[src/rtl/mips_reg_file.sv]
// mips_reg_file: 2R1W MIPS register file with post-reset clear sequencer and write-first bypass.
module mips_reg_file #(
  parameter int WIDTH = 32,
  parameter int DEPTH = 32,
  parameter int AW    = 5
) (
  input  logic             i_clk,
  input  logic             i_rst_n,
  input  logic [AW-1:0]    i_ra1,
  input  logic [AW-1:0]    i_ra2,
  output logic [WIDTH-1:0] o_rd1,
  output logic [WIDTH-1:0] o_rd2,
  input  logic             i_we,
  input  logic [AW-1:0]    i_wa,
  input  logic [WIDTH-1:0] i_wd,
  output logic             o_busy
);
  typedef enum logic {CLEAR, RUN} state_t;
  state_t           state;
  logic [AW-1:0]    clr_cnt;
  logic [WIDTH-1:0] mem [DEPTH];
  always_ff @(posedge i_clk or negedge i_rst_n)
    if (!i_rst_n) begin
      state   <= CLEAR;
      clr_cnt <= '0;
      o_busy  <= 1'b1;
    end else if (state == CLEAR) begin
      clr_cnt <= clr_cnt + 1'b1;
      if (clr_cnt == AW'(DEPTH - 1)) begin
        state  <= RUN;
        o_busy <= 1'b0;
      end
    end
  // Storage has no reset so it can map onto distributed RAM; the sequencer zeroes it instead.
  always_ff @(posedge i_clk)
    if (o_busy) mem[clr_cnt] <= '0;
    else if (i_we && i_wa != '0) mem[i_wa] <= i_wd;
  assign o_rd1 = (o_busy || i_ra1 == '0) ? '0 : (i_we && i_wa == i_ra1) ? i_wd : mem[i_ra1];
  assign o_rd2 = (o_busy || i_ra2 == '0) ? '0 : (i_we && i_wa == i_ra2) ? i_wd : mem[i_ra2];
endmodule

[config.mk]
export PLATFORM = sky130hd
export DESIGN_NAME = mips_reg_file
export DESIGN_NICKNAME = d
export VERILOG_FILES = /design/src/rtl/mips_reg_file.sv
export SDC_FILE = /design/constraint.sdc
export NUM_CORES = 1
export LEC_CHECK = 0
export CAP_MARGIN = 20
export CORE_MARGIN = 1
export CORE_UTILIZATION = 45
export CTS_BUF_LIST = sky130_fd_sc_hd__clkbuf_8
export CTS_CLUSTER_SIZE = 28
export DETAILED_ROUTE_END_ITERATION = 12
export HOLD_SLACK_MARGIN = 0.15
export RECOVER_POWER = 50
export SLEW_MARGIN = 5
export SYNTH_ARGS = -nofsm -noshare
export SYNTH_HDL_FRONTEND = slang
export SYNTH_SLANG_ARGS = --single-unit
[constraint.sdc]
create_clock -name i_clk -period 4 [get_ports i_clk]
set_clock_uncertainty 0.2 [all_clocks]
set_input_delay 1 -clock i_clk [delete_from_list [all_inputs] [get_ports i_clk]]
set_output_delay 1 -clock i_clk [all_outputs]
set_load 0.05 [all_outputs]
==> results.md, run 1 <==
* Run status: finished, violations left
* Violated checks: max-capacitance violations, negative setup slack
* Post-route insts no fill at 4897
* Initial DRC count at 4903
* Req. time, crit path at 2.80 ns
* Slowest stage delay, CP at 0.28 ns
* Slew Viols, Final at 0
* Routed WL per cell at 37.8 um
* CP Max Fanout at 6
* Comb pwr share at 0.155
* CTS tree: built
* I/O pin cnt at 115
* All-Layer GR Usage at 0.339
* Die span in x at 331 um
* Root Buffer: clkbuf_8
* Main synth FF type: edfxtp_1
* # rows at 120
* Netlist cell types at 57
* Register area share after synthesis at 0.636
* Flop pwr share at 0.485
* Port Buf Inserts at 114
* Sum Neg Setup Slack at -9.56 ns
* Detailed placement HPWL at 113000 um
* GRT overflow at 0
* Total power at 24.7 mW
* Post-synth EDFFs at 1024
* Clock Pin Slew Worst Setup and Hold Paths at 0.06 ns
* Setup CP Type: in2out
* Leakage power at 22.0 nW
* Proportion of power drawn by the clock network at 0.360
* Synth top area cells: edfxtp_1 (63%), mux4_2 (18%), mux2i_1 (5.2%), a221oi_1 (1.2%), a221o_1 (1.1%)
* Cell taking the most area after synthesis: edfxtp_1
* Area growth syn-to-layout at 31.1%
* Worst EP arrival at 3.04 ns
* Met2 GRT Util at 0.530
* Largest net degree at the start of global routing at 39
* Synth top area share at 0.632
* CP max-delay cell: nor4_2
* FFs w/ async S/R, synth at 0.00679
* Hold Buf Count CTS at 0
* Clock Latency Late Sink at 0.84 ns
* Post-Syn Area at 48600 um2
* Initial antenna violation count at 6
* Hold WC Path Type: in2async
* Crit path launch type: input pin
* Worst Tran Pin Value at 1.49 ns
* Hold_ws at 0.301 ns
* # clock sinks at 1031
* Gate Count Post-Synth at 2688
* Met1 Use GR at 0.445
* Avg Cell Area, Syn at 18.1 um2
* Min Tclk post-route at 4.24 ns
* Placer Congestion at 0.922
* Nets at 3408
* Layout cell share with drive strength beyond 1 at 0.462
* Placed cells at 4441
* Final setup violation count at 74
* Largest buffer count on any clock path at 3
* Post-route ant nets at 0
* Routed vias at 33554
* Die Area at 109000 um2
* Cell mode on critical path: buf_12
* Net Sw Frac at 0.260
* Cell Chain, Critical Path: buf_16, buf_16, xor2_4, nor4_2, and3_1, nor3b_4, buf_12, buf_12, buf_12, a32o_2, buf_12
* Drt drc at 0
* Worst vdd ir at 0.267 mV
* PD cells at 388 nW/um2
* Pre-antenna DRT Iters at 6
* Inserted Clock Buffers at 170
* Post-Synthesis Net Count at 2740
* Core ar. at 107000 um2
* Switching pwr at 6.44 mW
* Vias in the first global route at 34035
* Ys Warns at 0
* Final hold vios at 0
* Peak Freq at 236 MHz
* Internal Power at 18.3 mW
* Final setup margin at -0.241 ns
* Final Util at 0.595
* Drt total wl at 185000 um
* Vias per Instance at 6.85
* #FFs+latches synth at 1031
* Final period util at 1.06
* Clock H-tree levels at 4
* GR peak layer: met2
* Slew Limit Headroom at 0.00723
* RSZ-0062 raised after global routing: yes
* Critical Path End Type: output port
* Starting Density at 0.454
* Max-Cap Viols at 1
* Die span in y at 331 um
* Fillers at 7847
* Met3 usage at 0.0795
* Global-route wire length before repair at 257000 um
-- per-stage QoR --
stage	cell area, um2	worst slack (ns)
after floorplan	48700	-0.163
after global placement	57000	-0.693
after detailed placement	57100	-0.742
after CTS	63700	-0.246
after global routing	63700	-0.267
final	63700	-0.241
-- synthesized netlist by cell type, types with 3 or more instances --
cell type     n
xor2_1        4
buf_4        14
nor3b_1       3
nand3_1      39
a221oi_1     64
o21bai_1     32
nor2_1       75
o221ai_1     25
a21oi_1      50
mux2_2        9
a211o_1      13
o311ai_0     30
clkbuf_1    103
dfrtp_1       6
nand4_1      20
nor2b_1      36
a22oi_1      69
a31oi_1       8
mux2i_1     253
a32o_1       32
buf_6         7
a211oi_1      8
xnor2_1       9
edfxtp_1   1024
o22ai_1      20
nand2_1      91
inv_1         5
nand2b_1      3
a221o_1      52
buf_1         6
a311oi_1      3
o21ai_0       4
buf_2        98
nor4b_1       4
o22a_1       14
nor3_1        9
mux4_2      384
mux4_1        3
and2_1       34
-- path summary, 6_finish.rpt --
| path | start | end | slack, ns | cells past startpoint |
|---|---|---|---|---|
| worst max-delay path | i_ra2[0] | o_rd2[31] | -0.24 | 11 |
| worst min-delay path | i_rst_n | clr_cnt[3]$_DFFE_PN0N_ | 0.30 | 1 |
| worst max register to register | o_busy$_DFFE_PN1P_ | mem[25][29]$_DFFE_PP_ | -0.05 | 7 |
| worst min register to register | state$_DFF_PN0_ | clr_cnt[0]$_DFFE_PN0N_ | 0.36 | 1 |
| max in group asynchronous | i_rst_n | o_busy$_DFFE_PN1P_ | 3.00 | 1 |
| min in group i_clk | state$_DFF_PN0_ | clr_cnt[0]$_DFFE_PN0N_ | 0.36 | 1 |
-- cells in the final DEF (no fill, tap or decap), types with 16 or more instances in the layout --
master	n
edfxtp_1	1024
mux4_2	387
buf_4	295
mux2i_1	234
buf_12	221
clkbuf_8	174
nand2_1	77
clkinv_1	54
inv_1	52
buf_6	48
a221oi_2	41
buf_16	40
a22oi_2	35
nor2_4	34
a22oi_1	34
clkbuf_2	34
clkdlybuf4s50_1	33
nor2_1	32
a32o_2	32
o21bai_1	31
a221o_2	31
a21oi_1	26
o221ai_1	23
and2_0	23
nand3_1	21
a221o_1	21
a21oi_2	21
nand4_1	20
a221oi_1	20
o22ai_1	19
nor2b_1	18
mux2i_2	17
nand3_2	17
o311ai_4	17
clkinv_2	16
buf_8	16
-- routing by layer --
layer  vias up  part of all wire
li1      12990                 -
met1     17441              0.36
met2      2563              0.46
met3       556              0.12
met4         4             0.060
met5         -           0.00015
-- cells by family (layout without fill, tap and decap cells) --
logic type                 after synthesis  in the layout  synth area share
other                                    0              4                 0
AOI/OAI and AO/OA                      430            430            0.0711
and+or+nand+nor                        327            327            0.0330
muxes                                  649            649             0.234
buffers and inverters                  236           1038            0.0232
DFF                                   1031           1031             0.636
adders and majority gates                2              2          0.000515
xor gates and xnor gates                13             13           0.00234
-- worst max-delay path: cells and delay by family --
family / cells / cell delay [ns]
XOR/XNOR: 1 / 0.18
AO/OA/AOI/OAI: 1 / 0.17
buffers and inverters: 6 / 0.87
AND/OR/NAND/NOR: 3 / 0.79
-- layout make-up --
cell class / instances / area (um2) / share of cell area
inverter: 7 / 26.3 / 0.000412
multi-input combinational: 1421 / 18400 / 0.288
timing repair buffer: 725 / 9470 / 0.149
clock buffer: 174 / 2390 / 0.0376
antenna: 4 / 10.0 / 0.000157
sequential: 1031 / 30900 / 0.485
clock inverter: 132 / 763 / 0.0120
tap: 1403 / 1760 / 0.0275
-- power by group through the flow --
stage          logic, mW  registers (mW)  clock network (mW)
2_1_floorplan       1.67            12.2                   0
3_3_place_gp        3.26            12.2                   0
3_5_place_dp        3.28            12.2                   0
4_1_cts             3.75            12.0                8.94
5_1_grt             3.92            12.0                9.37
6_report            3.83            12.0                8.90
-- state kept, by name (all words and copies together), names as in the netlist --
signal and count:
o_busy 1, clr_cnt 5, mem 1024, state 1
-- what timing repair did --
item,in CTS,in global routing
resized for setup,383,128
cloned,34,5
endpoints found under the setup margin,64,64
setup buffers,100,28
pin swaps,103,96
Note: power is estimated with default switching activity, not from simulation.
==> run 2: changes to the inputs <==
- CTS_CLUSTER_DIAMETER: default -> 120
==> run 2 against run 1 <==
Compared with the run above:
- the run ends with negative setup slack left
- final cell count shrank 5.2%
- core utilization shrank 2.3 points
- die area is the same
- first-iteration DRC count shrank 1.6%
- worst setup slack lost 0.027 ns
- design area shrank 3.8%
- largest cell class unchanged
==> results.md, run 2 (synthesis results as in run 1) <==
* Run status: finished, violations left (unchanged)
* Violated checks: negative setup slack (was max-capacitance violations, negative setup slack)
* Clock H-tree levels at 2 (was 4)
* Worst path buffer plus inverter count at 6 (unchanged)
* CP max-delay cell: nor3b_4 (was nor4_2)
* Global-route wire length before repair at 252000 um (was 257000 um)
* Drt total wl at 182000 um (was 185000 um)
* Switching pwr at 5.33 mW (was 6.44 mW)
* Vias per Instance at 7.03 (was 6.85)
* CP Max Fanout at 6 (unchanged)
* Worst Tran Pin Value at 1.43 ns (was 1.49 ns)
* Clock Pin Slew Worst Setup and Hold Paths at 0.16 ns (was 0.06 ns)
* Slowest stage delay, CP at 0.29 ns (was 0.28 ns)
* Slew Viols, Final at 0 (unchanged)
* Worst vdd ir at 0.299 mV (was 0.267 mV)
* Critical path depth at 11 (unchanged)
* Largest net degree at the start of global routing at 39 (unchanged)
* Setup CP Type: in2out (unchanged)
* Final setup violation count at 61 (was 74)
* Placed cells at 4441 (unchanged)
* Pre-antenna DRT Iters at 5 (was 6)
* Fillers at 8004 (was 7847)
* CTS tree: built (unchanged)
* Post-route insts no fill at 4641 (was 4897)
* Leading registers by flop count: mem x1024, clr_cnt x5 (unchanged)
* Die Area at 109000 um2 (unchanged)
* Flop pwr share at 0.597 (was 0.485)
* Worst reg2reg path depth at 8 (was 7)
* Post-route ant nets at 0 (unchanged)
* Net Sw Frac at 0.265 (was 0.260)
* Placer Congestion at 0.922 (unchanged)
* Max-Cap Viols at 0 (was 1)
* Largest Register: mem (unchanged)
* Min Tclk post-route at 4.27 ns (was 4.24 ns)
* Initial antenna violation count at 4 (was 6)
* Proportion of power drawn by the clock network at 0.212 (was 0.360)
* Max reg flops at 1024 (unchanged)
* # rows at 120 (unchanged)
* Critical Path Sink: o_rd2[31] (unchanged)
* Leakage power at 20.6 nW (was 22.0 nW)
* Area growth syn-to-layout at 26.0% (was 31.1%)
* Initial DRC count at 4823 (was 4903)
* Die span in x at 331 um (unchanged)
* Root Buffer: clkbuf_8 (unchanged)
* Layout cell share with drive strength beyond 1 at 0.449 (was 0.462)
* Routed WL per cell at 39.2 um (was 37.8 um)
* Worst EP arrival at 3.07 ns (was 3.04 ns)
* Reg2Reg Setup Slack at 0.02 ns (was -0.05 ns)
* Peak Freq at 234 MHz (was 236 MHz)
* Starting Density at 0.454 (unchanged)
* Cell Chain, Critical Path: buf_16, buf_16, xor2_4, nor4_2, and3_1, nor3b_4, buf_12, buf_12, buf_12, a32o_2, buf_12 (unchanged)
* Worst slack at placement at -0.742 ns (unchanged)
* RSZ-0062 raised after global routing: yes (unchanged)
* Port Buf Inserts at 114 (unchanged)
* Critical Path End Type: output port (unchanged)
* Hold_ws at 0.338 ns (was 0.301 ns)
* Core ar. at 107000 um2 (unchanged)
* # clock sinks at 1031 (unchanged)
* All-Layer GR Usage at 0.332 (was 0.339)
* Crit path launch type: input pin (unchanged)
* Inserted Clock Buffers at 43 (was 170)
* Routed vias at 32646 (was 33554)
* Detailed placement HPWL at 113000 um (unchanged)
* Comb pwr share at 0.191 (was 0.155)
* Drt drc at 0 (unchanged)
* Nets at 3280 (was 3408)
* Largest buffer count on any clock path at 3 (unchanged)
* Most frequent cells in the layout: edfxtp_1 (1024), mux4_2 (386), buf_4 (282) (was edfxtp_1 (1024), mux4_2 (387), buf_4 (295))
* Die span in y at 331 um (unchanged)
* PD cells at 327 nW/um2 (was 388 nW/um2)
* I/O pin cnt at 115 (unchanged)
* Hold WC Path Type: in2async (unchanged)
* R2r endpoint: mem[12][3]$_DFFE_PP_ (was mem[25][29]$_DFFE_PP_)
* Cell mode on critical path: buf_12 (unchanged)
* Slew Limit Headroom at 0.0460 (was 0.00723)
* Clock Latency Late Sink at 0.76 ns (was 0.84 ns)
* Final period util at 1.07 (was 1.06)
* Req. time, crit path at 2.80 ns (about the same)
* Reg2reg start: o_busy$_DFFE_PN1P_ (unchanged)
* Most common cell after layout, fill and taps aside: edfxtp_1 (unchanged)
* Internal Power at 14.7 mW (was 18.3 mW)
* CP Launch Point: i_ra2[0] (unchanged)
* CP top delay family: buffers and inverters (unchanged)
* GRT overflow at 0 (unchanged)
* Vias in the first global route at 32580 (was 34035)
* Hold Buf Count CTS at 0 (unchanged)
* Final setup margin at -0.268 ns (was -0.241 ns)
* Final hold vios at 0 (unchanged)
[run 2: cell count changes in the layout (fill, tap and decap cells not counted), moves of 4 or more]
cell / previous run / this run
inv_1: 52 / 4
nor2b_4: 8 / 13
buf_8: 16 / 20
buf_6: 48 / 56
buf_4: 295 / 282
clkbuf_8: 174 / 43
a221oi_2: 41 / 45
clkinv_2: 16 / 0
bufinv_16: 8 / 0
clkinv_1: 54 / 3
[run 2: final cells by class]
type                            instances  area [um2]  share of cell area
Inverter                                7        26.3            0.000429
Tap cell                             1403        1760              0.0286
Clock inverter                          5        47.5            0.000776
Antenna cell                            7        17.5            0.000286
Multi-Input combinational cell       1421       18400               0.300
Clock buffer                           43         592             0.00966
Timing Repair Buffer                  724        9520               0.155
Sequential cell                      1031       30900               0.505
[run 2: metrics by stage]
stage               total power, mW  instance area [um2]   util  setup TNS (ns)
floorplan                      13.9                48700      -          -84.80
global placement               15.5                57000  0.533          -40.07
detailed placement             15.5                57100  0.533          -34.93
CTS                            20.0                61100  0.571           -8.00
global route                   20.4                61300  0.572          -10.70
finish                         20.1                61300  0.572           -8.34
[run 2: how the worst min path moves through the flow]
stage,end,startpoint,slack [ns],cells after the start
final,clr_cnt[2]$_DFFE_PN0N_,i_rst_n,0.34,1
after global routing,clr_cnt[1]$_DFFE_PN0N_,i_rst_n,0.35,1
after CTS,clr_cnt[3]$_DFFE_PN0N_,i_rst_n,0.23,1
after detailed placement,clr_cnt[0]$_DFFE_PN0N_,state$_DFF_PN0_,0.34,1
after global placement,clr_cnt[0]$_DFFE_PN0N_,state$_DFF_PN0_,0.33,1
after floorplan,clr_cnt[0]$_DFFE_PN0N_,state$_DFF_PN0_,0.30,1
[run 2: power by group through the flow]
stage | Sequential, mW | Combinational, mW | Clock, mW
floorplan | 12.2 | 1.67 | 0
global placement | 12.2 | 3.26 | 0
detailed placement | 12.2 | 3.28 | 0
CTS | 12.0 | 3.74 | 4.26
global route | 12.0 | 3.92 | 4.53
finish | 12.0 | 3.83 | 4.25
[run 2: layer usage]
metal,GRT usage,routed length (um),up-vias,part of all wire
met3,0.0676,20900,509,0.11
li1,-,-,12568,-
met4,0.148,10400,0,0.057
met2,0.525,84500,2462,0.47
met1,0.447,65900,17107,0.36
met5,0,0,-,0
[run 2: what timing repair did]
item                       4_1_cts  5_1_grt
resized for setup              390      147
setup endpoints to repair       64       64
pin swaps                       97      102
buffers inserted                99       30
gates cloned                    34        5
